**config.mk**
```make
export PLATFORM = sky130hd
export DESIGN_NAME = mem_bus_responder
export DESIGN_NICKNAME = d
export VERILOG_FILES = /design/src/rtl/mem_bus_responder.sv
export SDC_FILE = /design/constraint.sdc
export NUM_CORES = 1
export LEC_CHECK = 0
export BUFFER_PORTS_ARGS = -buffer_cell sky130_fd_sc_hd__buf_4
export CORE_MARGIN = 4
export CORE_UTILIZATION = 40
export CTS_CLUSTER_SIZE = 8
export DETAILED_ROUTE_END_ITERATION = 6
export MAX_ROUTING_LAYER = met4
export PLACE_DENSITY = 0.82
export SLEW_MARGIN = 5
export SYNTH_ARGS = -nofsm -noshare
export SYNTH_HDL_FRONTEND = slang
export SYNTH_SLANG_ARGS = --single-unit
```
**constraint.sdc**
```tcl
create_clock -name clk -period 3.1 [get_ports clk]
set_input_delay 0 -clock clk [delete_from_list [all_inputs] [get_ports clk]]
set_output_delay 0 -clock clk [all_outputs]
set_load 0.05 [all_outputs]
```
**src/rtl/mem_bus_responder.sv**
```systemverilog
// mem_bus_responder
//   Memory-side responder for the cpu's command bus. Each accepted command is
//   routed either to the external 256x16 synchronous RAM (addr[8]=0) or to
//   memory-mapped I/O (addr[8]=1): a write-only LED register and a read-only
//   switch port. Every command, legal or not, completes with a one-cycle
//   mem_ready strobe, except the illegal command code, which only flags an error.
//
// Ports
//   clk         in   system clock, rising edge
//   reset       in   asynchronous active-high reset
//   mem_cmd     in   [1:0] 00 none, 01 read, 10 write, 11 illegal
//   mem_addr    in   [8:0] word address, bit 8 selects I/O
//   write_data  in   [15:0] store data
//   read_data   out  [15:0] registered load data, valid while mem_ready=1
//   mem_ready   out  one-cycle completion strobe
//   bus_err     out  sticky error flag (illegal command or unmapped I/O)
//   ram_addr    out  [7:0] RAM address
//   ram_write   out  RAM write enable
//   ram_din     out  [15:0] RAM write data
//   ram_dout    in   [15:0] RAM read data, one cycle after the address
//   sw_in       in   [7:0] switch inputs
//   led_out     out  [7:0] LED register
//
// State table
//   IDLE | waiting for a command; the only state that samples mem_cmd
//   RD   | read accepted; counting wait states, RAM data arriving
//   RESP | read response cycle, mem_ready=1
//   WACK | write acknowledge cycle, mem_ready=1

module mem_bus_responder #(
  parameter int unsigned WAIT_STATES = 0,
  parameter logic [8:0]  LED_ADDR    = 9'h100,
  parameter logic [8:0]  SW_ADDR     = 9'h140
) (
  input  logic        clk,
  input  logic        reset,
  input  logic [1:0]  mem_cmd,
  input  logic [8:0]  mem_addr,
  input  logic [15:0] write_data,
  output logic [15:0] read_data,
  output logic        mem_ready,
  output logic        bus_err,
  output logic [7:0]  ram_addr,
  output logic        ram_write,
  output logic [15:0] ram_din,
  input  logic [15:0] ram_dout,
  input  logic [7:0]  sw_in,
  output logic [7:0]  led_out
);

  localparam logic [1:0] CMD_NONE  = 2'b00;
  localparam logic [1:0] CMD_READ  = 2'b01;
  localparam logic [1:0] CMD_WRITE = 2'b10;
  localparam logic [1:0] CMD_ILL   = 2'b11;

  localparam logic [3:0] WS = WAIT_STATES[3:0];

  typedef enum logic [1:0] {
    IDLE = 2'd0,
    RD   = 2'd1,
    RESP = 2'd2,
    WACK = 2'd3
  } state_t;

  state_t      state;
  state_t      state_nxt;
  logic [8:0]  addr_q;
  logic [3:0]  cnt;

  logic        accept;
  logic        cnt_clr;
  logic        cnt_inc;
  logic        rd_load;
  logic        led_load;
  logic        err_set;
  logic [15:0] rd_value;

  always_comb begin
    state_nxt = state;
    accept    = 1'b0;
    cnt_clr   = 1'b0;
    cnt_inc   = 1'b0;
    rd_load   = 1'b0;
    led_load  = 1'b0;
    err_set   = 1'b0;
    ram_write = 1'b0;
    mem_ready = 1'b0;

    case (state)
      IDLE: begin
        case (mem_cmd)
          CMD_READ: begin
            accept    = 1'b1;
            cnt_clr   = 1'b1;
            state_nxt = RD;
          end
          CMD_WRITE: begin
            accept    = 1'b1;
            state_nxt = WACK;
            // The RAM captures the store on the accepting edge itself;
            // gating with reset keeps a held command from writing during reset.
            ram_write = ~mem_addr[8] & ~reset;
            if (mem_addr == LED_ADDR) begin
              led_load = 1'b1;
            end else if (mem_addr[8]) begin
              err_set = 1'b1;
            end
          end
          CMD_ILL: begin
            err_set = 1'b1;
          end
          default: begin
          end
        endcase
      end
      RD: begin
        if (cnt < WS) begin
          cnt_inc = 1'b1;
        end else begin
          rd_load   = 1'b1;
          state_nxt = RESP;
          if (addr_q[8] && (addr_q != SW_ADDR)) begin
            err_set = 1'b1;
          end
        end
      end
      RESP: begin
        mem_ready = 1'b1;
        state_nxt = IDLE;
      end
      WACK: begin
        mem_ready = 1'b1;
        state_nxt = IDLE;
      end
      default: begin
        state_nxt = IDLE;
      end
    endcase
  end

  // Load-data source selected from the latched address at the RD exit edge.
  always_comb begin
    rd_value = 16'h0000;
    if (!addr_q[8]) begin
      rd_value = ram_dout;
    end else if (addr_q == SW_ADDR) begin
      rd_value = {8'h00, sw_in};
    end
  end

  // In IDLE the RAM sees the live bus address so a read's data is ready one
  // cycle after acceptance; afterwards it is held from the latched address.
  assign ram_addr = (state == IDLE) ? mem_addr[7:0] : addr_q[7:0];
  assign ram_din  = write_data;

  always_ff @(posedge clk or posedge reset) begin
    if (reset) begin
      state <= IDLE;
    end else begin
      state <= state_nxt;
    end
  end

  always_ff @(posedge clk or posedge reset) begin
    if (reset) begin
      addr_q <= 9'h000;
    end else if (accept) begin
      addr_q <= mem_addr;
    end
  end

  always_ff @(posedge clk or posedge reset) begin
    if (reset) begin
      cnt <= 4'h0;
    end else if (cnt_clr) begin
      cnt <= 4'h0;
    end else if (cnt_inc) begin
      cnt <= cnt + 4'h1;
    end
  end

  always_ff @(posedge clk or posedge reset) begin
    if (reset) begin
      read_data <= 16'h0000;
    end else if (rd_load) begin
      read_data <= rd_value;
    end
  end

  always_ff @(posedge clk or posedge reset) begin
    if (reset) begin
      led_out <= 8'h00;
    end else if (led_load) begin
      led_out <= write_data[7:0];
    end
  end

  always_ff @(posedge clk or posedge reset) begin
    if (reset) begin
      bus_err <= 1'b0;
    end else if (err_set) begin
      bus_err <= 1'b1;
    end
  end

endmodule

```
---- Word level (Yosys, flattened, before mapping) ----
Cells that the tools add are included.
W data, S select, Z words.
word-level totals
  register bits after elaboration ......... 40
  word-level logic and storage cells ...... 56
  output and inout bits ................... 51
  bits in latches ......................... 0
  memories kept ........................... 0
  memory bits (writable) .................. 0
  memory bits (read-only) ................. 0
  input port bits ......................... 53
operators by class
  bitwise logic cells ..................... 3
  shift operators ......................... 0
  multipliers ............................. 0
  div/mod/pow operators ................... 0
  $add $sub $neg .......................... 1
  reductions and logical operators ........ 6
  $lt $le $gt $ge ......................... 1
  equal/unequal tests ..................... 11
  mux-type cells .......................... 28
operators with widths
  cell                   count
  $eq A9 B9 Y1 const B   2
  $mux W1                18
  $mux W16               1
  $mux W8                2
  $ne A9 B9 Y1 const B   1
  $eq A2 B2 Y1 const B   4
  $mux W4                2
  $pmux W2 S3            1
  $add A4 B1 Y4 const B  1
  $eq A2 B1 Y1 const B   2
  $lt A4 B1 Y1 const B   1
  $pmux W1 S2            2
  $pmux W2 S2            1
  $reduce_or A2 Y1       2
  $ne A3 B1 Y1 const B   1
  $logic_not A2 Y1       1
  $mux W2                1
  $ne A2 B2 Y1 const B   1
  $not A1 Y1             2
  $reduce_and A2 Y1      1
  $reduce_bool A2 Y1     1
  $and A1 B1 Y1          1
  $logic_and A1 B1 Y1    1

---- Longest topological paths before layout ----
Gate-level depths: netlist (run 1).
  word-level depth ........................ 5
  depth in mapped cells ................... 6
  mapped depth without buffers ............ 5

---- Worst setup path before layout (run 1) ----
No wires, ideal clock.
  kind .................................... register to register
  start ................................... reg state[0]
  end ..................................... reg led_out[0]
  slack ................................... 1.550 ns
  arrival time ............................ 1.425 ns
  buffers on the path ..................... 1
  required time ........................... 2.975 ns
  library setup time ...................... 0.125 ns
  clock period less this slack ............ 1.550 ns
  cell stages (with the launch flop) ...... 5
  path through ............................ dfrtp_1 -> nand4bb_1 -> or3_1 -> buf_6 -> mux2_4
on the way
  longest elaborated chain between the ends .. 2
RTL lines
  item                      line  source
  start: declaration        65    state_t state;
  start signal: assignment  160   state <= state_nxt;
  $logic_not A2 Y1          89    case (state)
  $mux W1                   89
  end signal: assignment    194   led_out <= write_data[7:0];
  end: declaration          48    output logic [7:0] led_out
No other way between the ends.
A chain may end at the register's enable or synchronous reset.

---- Worst setup path after layout (run 1) ----
  start ................................... in mem_addr[4]
  end ..................................... reg led_out[4]
on the way
  longest elaborated chain between the ends .. 4
RTL lines
  item                line  source
  start: declaration  38    input logic [8:0] mem_addr,
  $eq A9 B9 Y1        103   if (mem_addr == LED_ADDR) begin
  $mux W1             103
  $mux W1             91    case (mem_cmd)
  $mux W1             89
No other way between the ends.

==> metrics.txt, run 1 <==
run status complete, no violations; Clock Path Buffers 2; simple logic cell fraction of the synthesized area 19.9%; period utilisation layout 65.5%; final hold violation count 0; Routed met3 length 253 µm; number of synthesized flops with an enable pin 0; Netlist Area Pre-Place 1870 µm²; Inserted Clock Buffers 5; Pre-antenna DRT Iters 4; hold-fix buffer count after cts 33; wire length of the first global-routing pass 8420 µm; share of layout cells above drive strength 1 45.8%; number of instances in the synthesized netlist 168; die height 76.3 µm; number of remaining DRC errors 0; Placement Rows 24; via count of the first global-routing pass 1664; share of synthesized flip-flops with an asynchronous set or reset between 90% and 100%; buffers inserted by post-CTS timing repair 0; highest clock rate roughly 500 MHz; initial standard-cell utilization of the core 42.0%; amount of wire on met2 after detailed routing 2700 µm; total power divided by cell area 757 nW/µm²; global route total overflow 0; filler instances approximately 370; normalized max-slew margin 38.9%; drt wl/cell 15.3 µm; horizontal die dimension 76.3 µm; path category of the worst min-delay check input pin to primary output; max-cap check violation count 0; CTS clock-pin slew for the worst setup and hold paths 0.07 ns; initial antenna violation count 0; clock sink count 36; flop and latch count out of synthesis 36; count of yosys warnings during synthesis 0; die area slightly below 6000 µm²; maximum level of the CTS H-tree 2; leakage approximately 1.4 nW; Max Slew Vio Count 0; most instantiated flip-flop cell in the synthesis netlist sky130_fd_sc_hd__dfrtp_1; global-route usage over all layers 18.3%; layout overhead on the synthesized area 52.2%; Post-Syn Nets roughly 220; arrival time at the worst endpoint approximately 2.2 ns; Root Buffer Master sky130_fd_sc_hd__clkbuf_8; Worst Setup Start Kind input pin; mean instance size in the synthesized netlist 11.1 µm²; vias per cell around 4.9; I/O pin total 104; Ant. Diodes 0; Clk Latency, worst-skew pair around 0.28 ns; min cycle time layout ~2 ns; share of synthesized area spent on multiplexers 16.7%; maximum number of pins on one net before global-route repair 27; Critical Path End Type flop; # resized after CTS 0; layout net count 327; Core Region 4440 µm²; Synth Area in Compound Gates 3.82%; Max FO, Critical Path 8; fraction of the mapped netlist area in adder cells 2.01%; unrepaired setup endpoints after global routing no; number of stages on the worst hold path 0; sum of negative setup slack 0 ns; Worst Reg2Reg Path Length in Cells 3; TritonCTS clock tree yes; placed cell count ~280; pre-CTS worst setup slack 1.28 ns; slew of the pin with the lowest slew margin 0.912 ns; count of different cell masters after synthesis 28; highest metal used met4; Vias around 1600; final cell utilization of the core 63.9%; most common cell after layout, fill and taps aside sky130_fd_sc_hd__buf_4; sequential share of the synthesized area a little under 50%; routed length on met1 1930 µm; count of buffers from port buffering between 80 and 90; largest vdd supply drop 419 µV; class of the most critical setup path input pin to flop; First DRT Iteration DRCs between 50 and 60; setup slack of the critical path after layout about 1.1 ns; commonest cells after routing, fill and taps aside 88 x sky130_fd_sc_hd__buf_4, 36 x sky130_fd_sc_hd__dfrtp_1, 33 x sky130_fd_sc_hd__dlygate4sd3_1; residual antenna-violating net count after detailed routing 0; Placer Congestion 0.686; xor/xnor share of the synthesized area 0%; Worst Path Required 3.27 ns; Finish-stage setup viols 0; worst clock skew 0.00386 ns; combinational family with the most area after synthesis simple AND/OR/NAND/NOR gates; Routed WL 4940 µm; post-route non-filler standard cell count roughly 320; sum of net half-perimeters after detailed placement between 3000 and 4000 µm
worst paths after layout:
| kind | start | end | slack [ns] |
|---|---|---|---|
| worst max-delay path | mem_addr[4] | led_out[4] | 1.07 |
| worst min-delay path | write_data[15] | ram_din[15] | 0.00002 |
| worst max register to register | state[1] | led_out[4] | 1.28 |
| worst min register to register | read_data[14] | read_data[14] | 0.47 |
| max in group asynchronous | reset | read_data[1] | 2.00 |
| min in group asynchronous | reset | addr_q[3] | 0.39 |
kinds of logic (layout without fill, tap and decap cells):
kind of cell	Yosys count	in the layout
compound gates	11	11
fa+ha+maj	3	3
buf+inv	28	131
flops	36	36
mux	25	25
simple gates	65	65
routing by layer:
layer	vias up	global-route usage [%]
met4	0	3.99
met3	6	4.96
met2	54	32.8
met5	-	-
met1	746	20.4
li1	770	-
flip-flops by register name (all words and copies together) (netlist names):
name	cells
read_data	16
led_out	8
state	2
bus_err	1
addr_q	9
critical path, cell delays in order:
cell                            delay, ns
sky130_fd_sc_hd__dlygate4sd3_1       0.54
sky130_fd_sc_hd__buf_4               0.14
sky130_fd_sc_hd__or4_4               0.53
sky130_fd_sc_hd__or3_1               0.59
sky130_fd_sc_hd__mux2_4              0.38
power by group:
group / switching [mW] / internal, mW / leakage [nW] / total (mW)
clock network: 0.156 / 0.153 / 0.0410 / 0.309
logic: 0.710 / 0.394 / 0.904 / 1.10
registers: 0.123 / 0.614 / 0.446 / 0.736
total: 0.989 / 1.16 / 1.39 / 2.15
cells in the mapped netlist, types with 2 or more instances:
cell type / count / area share, %
sky130_fd_sc_hd__mux2_4: 8 / 6.4
sky130_fd_sc_hd__ha_1: 3 / 2.0
sky130_fd_sc_hd__nand2_1: 17 / 3.4
sky130_fd_sc_hd__buf_1: 2 / 0.40
sky130_fd_sc_hd__mux2_2: 17 / 10
sky130_fd_sc_hd__a31oi_1: 8 / 2.7
sky130_fd_sc_hd__clkbuf_1: 6 / 1.2
sky130_fd_sc_hd__nand2b_1: 9 / 3.0
sky130_fd_sc_hd__dfrtp_1: 36 / 48
sky130_fd_sc_hd__nor2_1: 13 / 2.6
sky130_fd_sc_hd__nand3b_1: 8 / 3.2
sky130_fd_sc_hd__inv_1: 3 / 0.60
sky130_fd_sc_hd__nand4_1: 8 / 2.7
sky130_fd_sc_hd__buf_4: 16 / 6.4
metrics by stage:
| step | hold WS [ns] | cell area (µm²) | power (mW) |
|---|---|---|---|
| after global placement | 0.000341 | 2430 | 1.80 |
| final | 0.0000220 | 2840 | 2.15 |
| after CTS | 0.000341 | 2840 | 2.16 |
| after detailed placement | 0.000341 | 2430 | 1.82 |
| after floorplan | 0.145 | 1870 | 1.52 |
| after global routing | 0.0000744 | 2840 | 2.26 |
cell type report:
class / instances / area (µm²) / area share [%]
Clock inverter: 1 / 5.00 / 0.176
Clock buffer: 6 / 72.6 / 2.56
Timing Repair Buffer: 121 / 991 / 34.9
Inverter: 3 / 11.3 / 0.396
Sequential cell: 36 / 901 / 31.7
Multi-Input combinational cell: 104 / 795 / 28.0
Tap cell: 52 / 65.1 / 2.29
No activity file was read; power rests on OpenSTA's default activity.
==> inputs of run 2 (changes only) <==
--- a/config.mk
+++ b/config.mk
@@ -11,7 +11,7 @@
 export CTS_CLUSTER_SIZE = 8
 export DETAILED_ROUTE_END_ITERATION = 6
 export MAX_ROUTING_LAYER = met4
-export PLACE_DENSITY = 0.82
+export PLACE_DENSITY = 0.85
 export SLEW_MARGIN = 5
 export SYNTH_ARGS = -nofsm -noshare
 export SYNTH_HDL_FRONTEND = slang
==> constraint.sdc (replaced) <==
create_clock -name clk -period 1.7 [get_ports clk]
set_input_delay 0 -clock clk [delete_from_list [all_inputs] [get_ports clk]]
set_output_delay 0 -clock clk [all_outputs]
set_load 0.05 [all_outputs]
==> metrics.txt, run 2 (synthesis gave the netlist of run 1 again) <==
Root Buffer Master sky130_fd_sc_hd__clkbuf_8; TritonCTS clock tree yes; Worst Reg2Reg Path Length in Cells 4 (+1); arrival time at the worst endpoint 1.61 ns (-0.59 ns); normalized max-slew margin 56.1% (+17 points); Inserted Clock Buffers 5 (unchanged); wire length of the first global-routing pass 8250 µm (-2.0%); layout overhead on the synthesized area 59.7%; Worst path slowest cell sky130_fd_sc_hd__dfrtp_1; initial standard-cell utilization of the core 42.0% (unchanged); Vias 1671 (+6.0%); sum of net half-perimeters after detailed placement 3360 µm (+0.28%); die area 5820 µm² (unchanged); period utilisation layout 94.6%; number of remaining DRC errors 0 (unchanged); vias per cell 4.99 (+2.2%); via count of the first global-routing pass 1744 (+4.8%); Pre-antenna DRT Iters 4 (unchanged); Core Region 4440 µm² (unchanged); initial antenna violation count 0 (unchanged); highest clock rate 622 MHz; worst clock skew 0.00328 ns (-0.000572 ns); end of the critical path ram_addr[6]; total power divided by cell area 1380 nW/µm² (+82%); largest register by flop count read_data; Placement Rows 24 (unchanged); min cycle time layout 1.61 ns; Max Slew Vio Count 0 (unchanged); count of buffers from port buffering 87 (unchanged); reg-to-reg endpoint led_out[0]; Finish-stage setup viols 0 (unchanged); commonest cells after routing, fill and taps aside 89 x sky130_fd_sc_hd__buf_4, 36 x sky130_fd_sc_hd__dfrtp_1, 34 x sky130_fd_sc_hd__dlygate4sd3_1; Critical Path End Type primary output; Worst path most repeated cell sky130_fd_sc_hd__buf_6; horizontal die dimension 76.3 µm (unchanged); residual antenna-violating net count after detailed routing 0 (unchanged); Regs by FF count read_data: 16 flops, addr_q: 9 flops, led_out: 8 flops; largest stage delay on the critical path 0.37 ns (-0.22 ns); Max FO, Critical Path 6 (-2); Worst Path Required 1.70 ns (-1.57 ns); Clk Latency, worst-skew pair 0.28 ns (about the same); Worst Setup Start Kind flop; global-route usage over all layers 17.9% (-0.47 points); slew of the pin with the lowest slew margin 0.658 ns (-0.254 ns); register-to-register path setup slack 0.12 ns (-1.16 ns); cells along the critical path buf_4 > nor2_4 > buf_6 > mux2_2 > buf_6; sum of negative setup slack 0 ns (unchanged); final hold violation count 0 (unchanged); launching point of the worst reg2reg path state[0]; global route total overflow 0 (unchanged); number of flip-flops under the largest register name 16 (unchanged); buffers inserted by post-CTS timing repair 0 (unchanged); class of the most critical setup path flop to primary output; filler instances 380 (+1.9%); Clock Path Buffers 2 (unchanged); path category of the worst min-delay check input pin to primary output; largest vdd supply drop 695 µV (+66%); First DRT Iteration DRCs 41 (-29%); most common cell after layout, fill and taps aside sky130_fd_sc_hd__buf_4; layout net count 338 (+3.4%); die height 76.3 µm (unchanged); leakage 1.46 nW (+5.2%); share of layout cells above drive strength 1 47.7% (+1.9 points); clock sink count 36 (unchanged); unrepaired setup endpoints after global routing no; drt wl/cell 15.0 µm (-1.8%); Ant. Diodes 0 (unchanged); I/O pin total 104 (unchanged); maximum level of the CTS H-tree 2 (unchanged); maximum number of pins on one net before global-route repair 37 (+37%); max-cap check violation count 0 (unchanged); Placer Congestion 0.713 (+3.9%); Critical Path Start state[1]; run status complete, no violations; worst hold margin 0.0000220 ns (+0.0000000133 ns); Routed WL 5030 µm (+1.8%); CTS clock-pin slew for the worst setup and hold paths 0.07 ns (about the same)
[run 2: how the worst min path moves through the flow]
stage	startpoint	end	depth (start not counted)
final	write_data[15]	ram_din[15]	0
after global routing	write_data[11]	ram_din[11]	0
after CTS	write_data[13]	ram_din[13]	0
after detailed placement	write_data[13]	ram_din[13]	0
after global placement	write_data[13]	ram_din[13]	0
after floorplan	ram_dout[10]	read_data[10]	2
[run 2: area by class of cell]
cell class | instances | area (µm²) | share of cell area [%]
timing repair buffer | 132 | 1110 | 37.3
sequential | 36 | 901 | 30.2
multi-input combinational | 104 | 802 | 26.9
clock buffer | 8 | 90.1 | 3.02
tap | 52 | 65.1 | 2.18
inverter | 3 | 11.3 | 0.378
[run 2: repair_timing]
action                                  CTS  global route
endpoints found under the setup margin    0            12
endpoints found under the hold margin    68             0
resized for setup                         0            12
hold buffers                             34             0
[run 2: layer usage]
metal / vias to the layer above / global-route usage (%) / share of wire (%)
met3: 12 / 5.32 / 6.1
met4: 0 / 6.70 / 2.1
met2: 63 / 31.9 / 53
met5: - / - / 0
li1: 795 / - / -
met1: 801 / 18.5 / 38
[run 2: stage by stage]
step           power (mW)  worst slack, ns  utilization (%)  cell area [µm²]  instances
6_report             4.11           0.0917             67.0             2980        335
5_1_grt              4.31           0.0172             67.0             2980        335
4_1_cts              4.07           0.0102             65.9             2930        334
3_5_place_dp         3.38           0.0514             56.3             2500        292
3_3_place_gp         3.34           0.0692             56.3             2500        292
2_1_floorplan        2.76            0.150                -             1870        168
[run 2: report_power, final]
group | switching (mW) | total, mW | leakage (nW) | internal [mW]
registers | 0.213 | 1.33 | 0.446 | 1.12
clock network | 0.298 | 0.628 | 0.0455 | 0.331
logic | 1.34 | 2.15 | 0.972 | 0.805
[run 2: worst max-delay path: cells and delay by family, from the launching register on]
kind,cells,cell delay [ns]
muxes,1,0.35
DFF,1,0.37
and+or+nand+nor,1,0.13
buffers and inverters,3,0.47
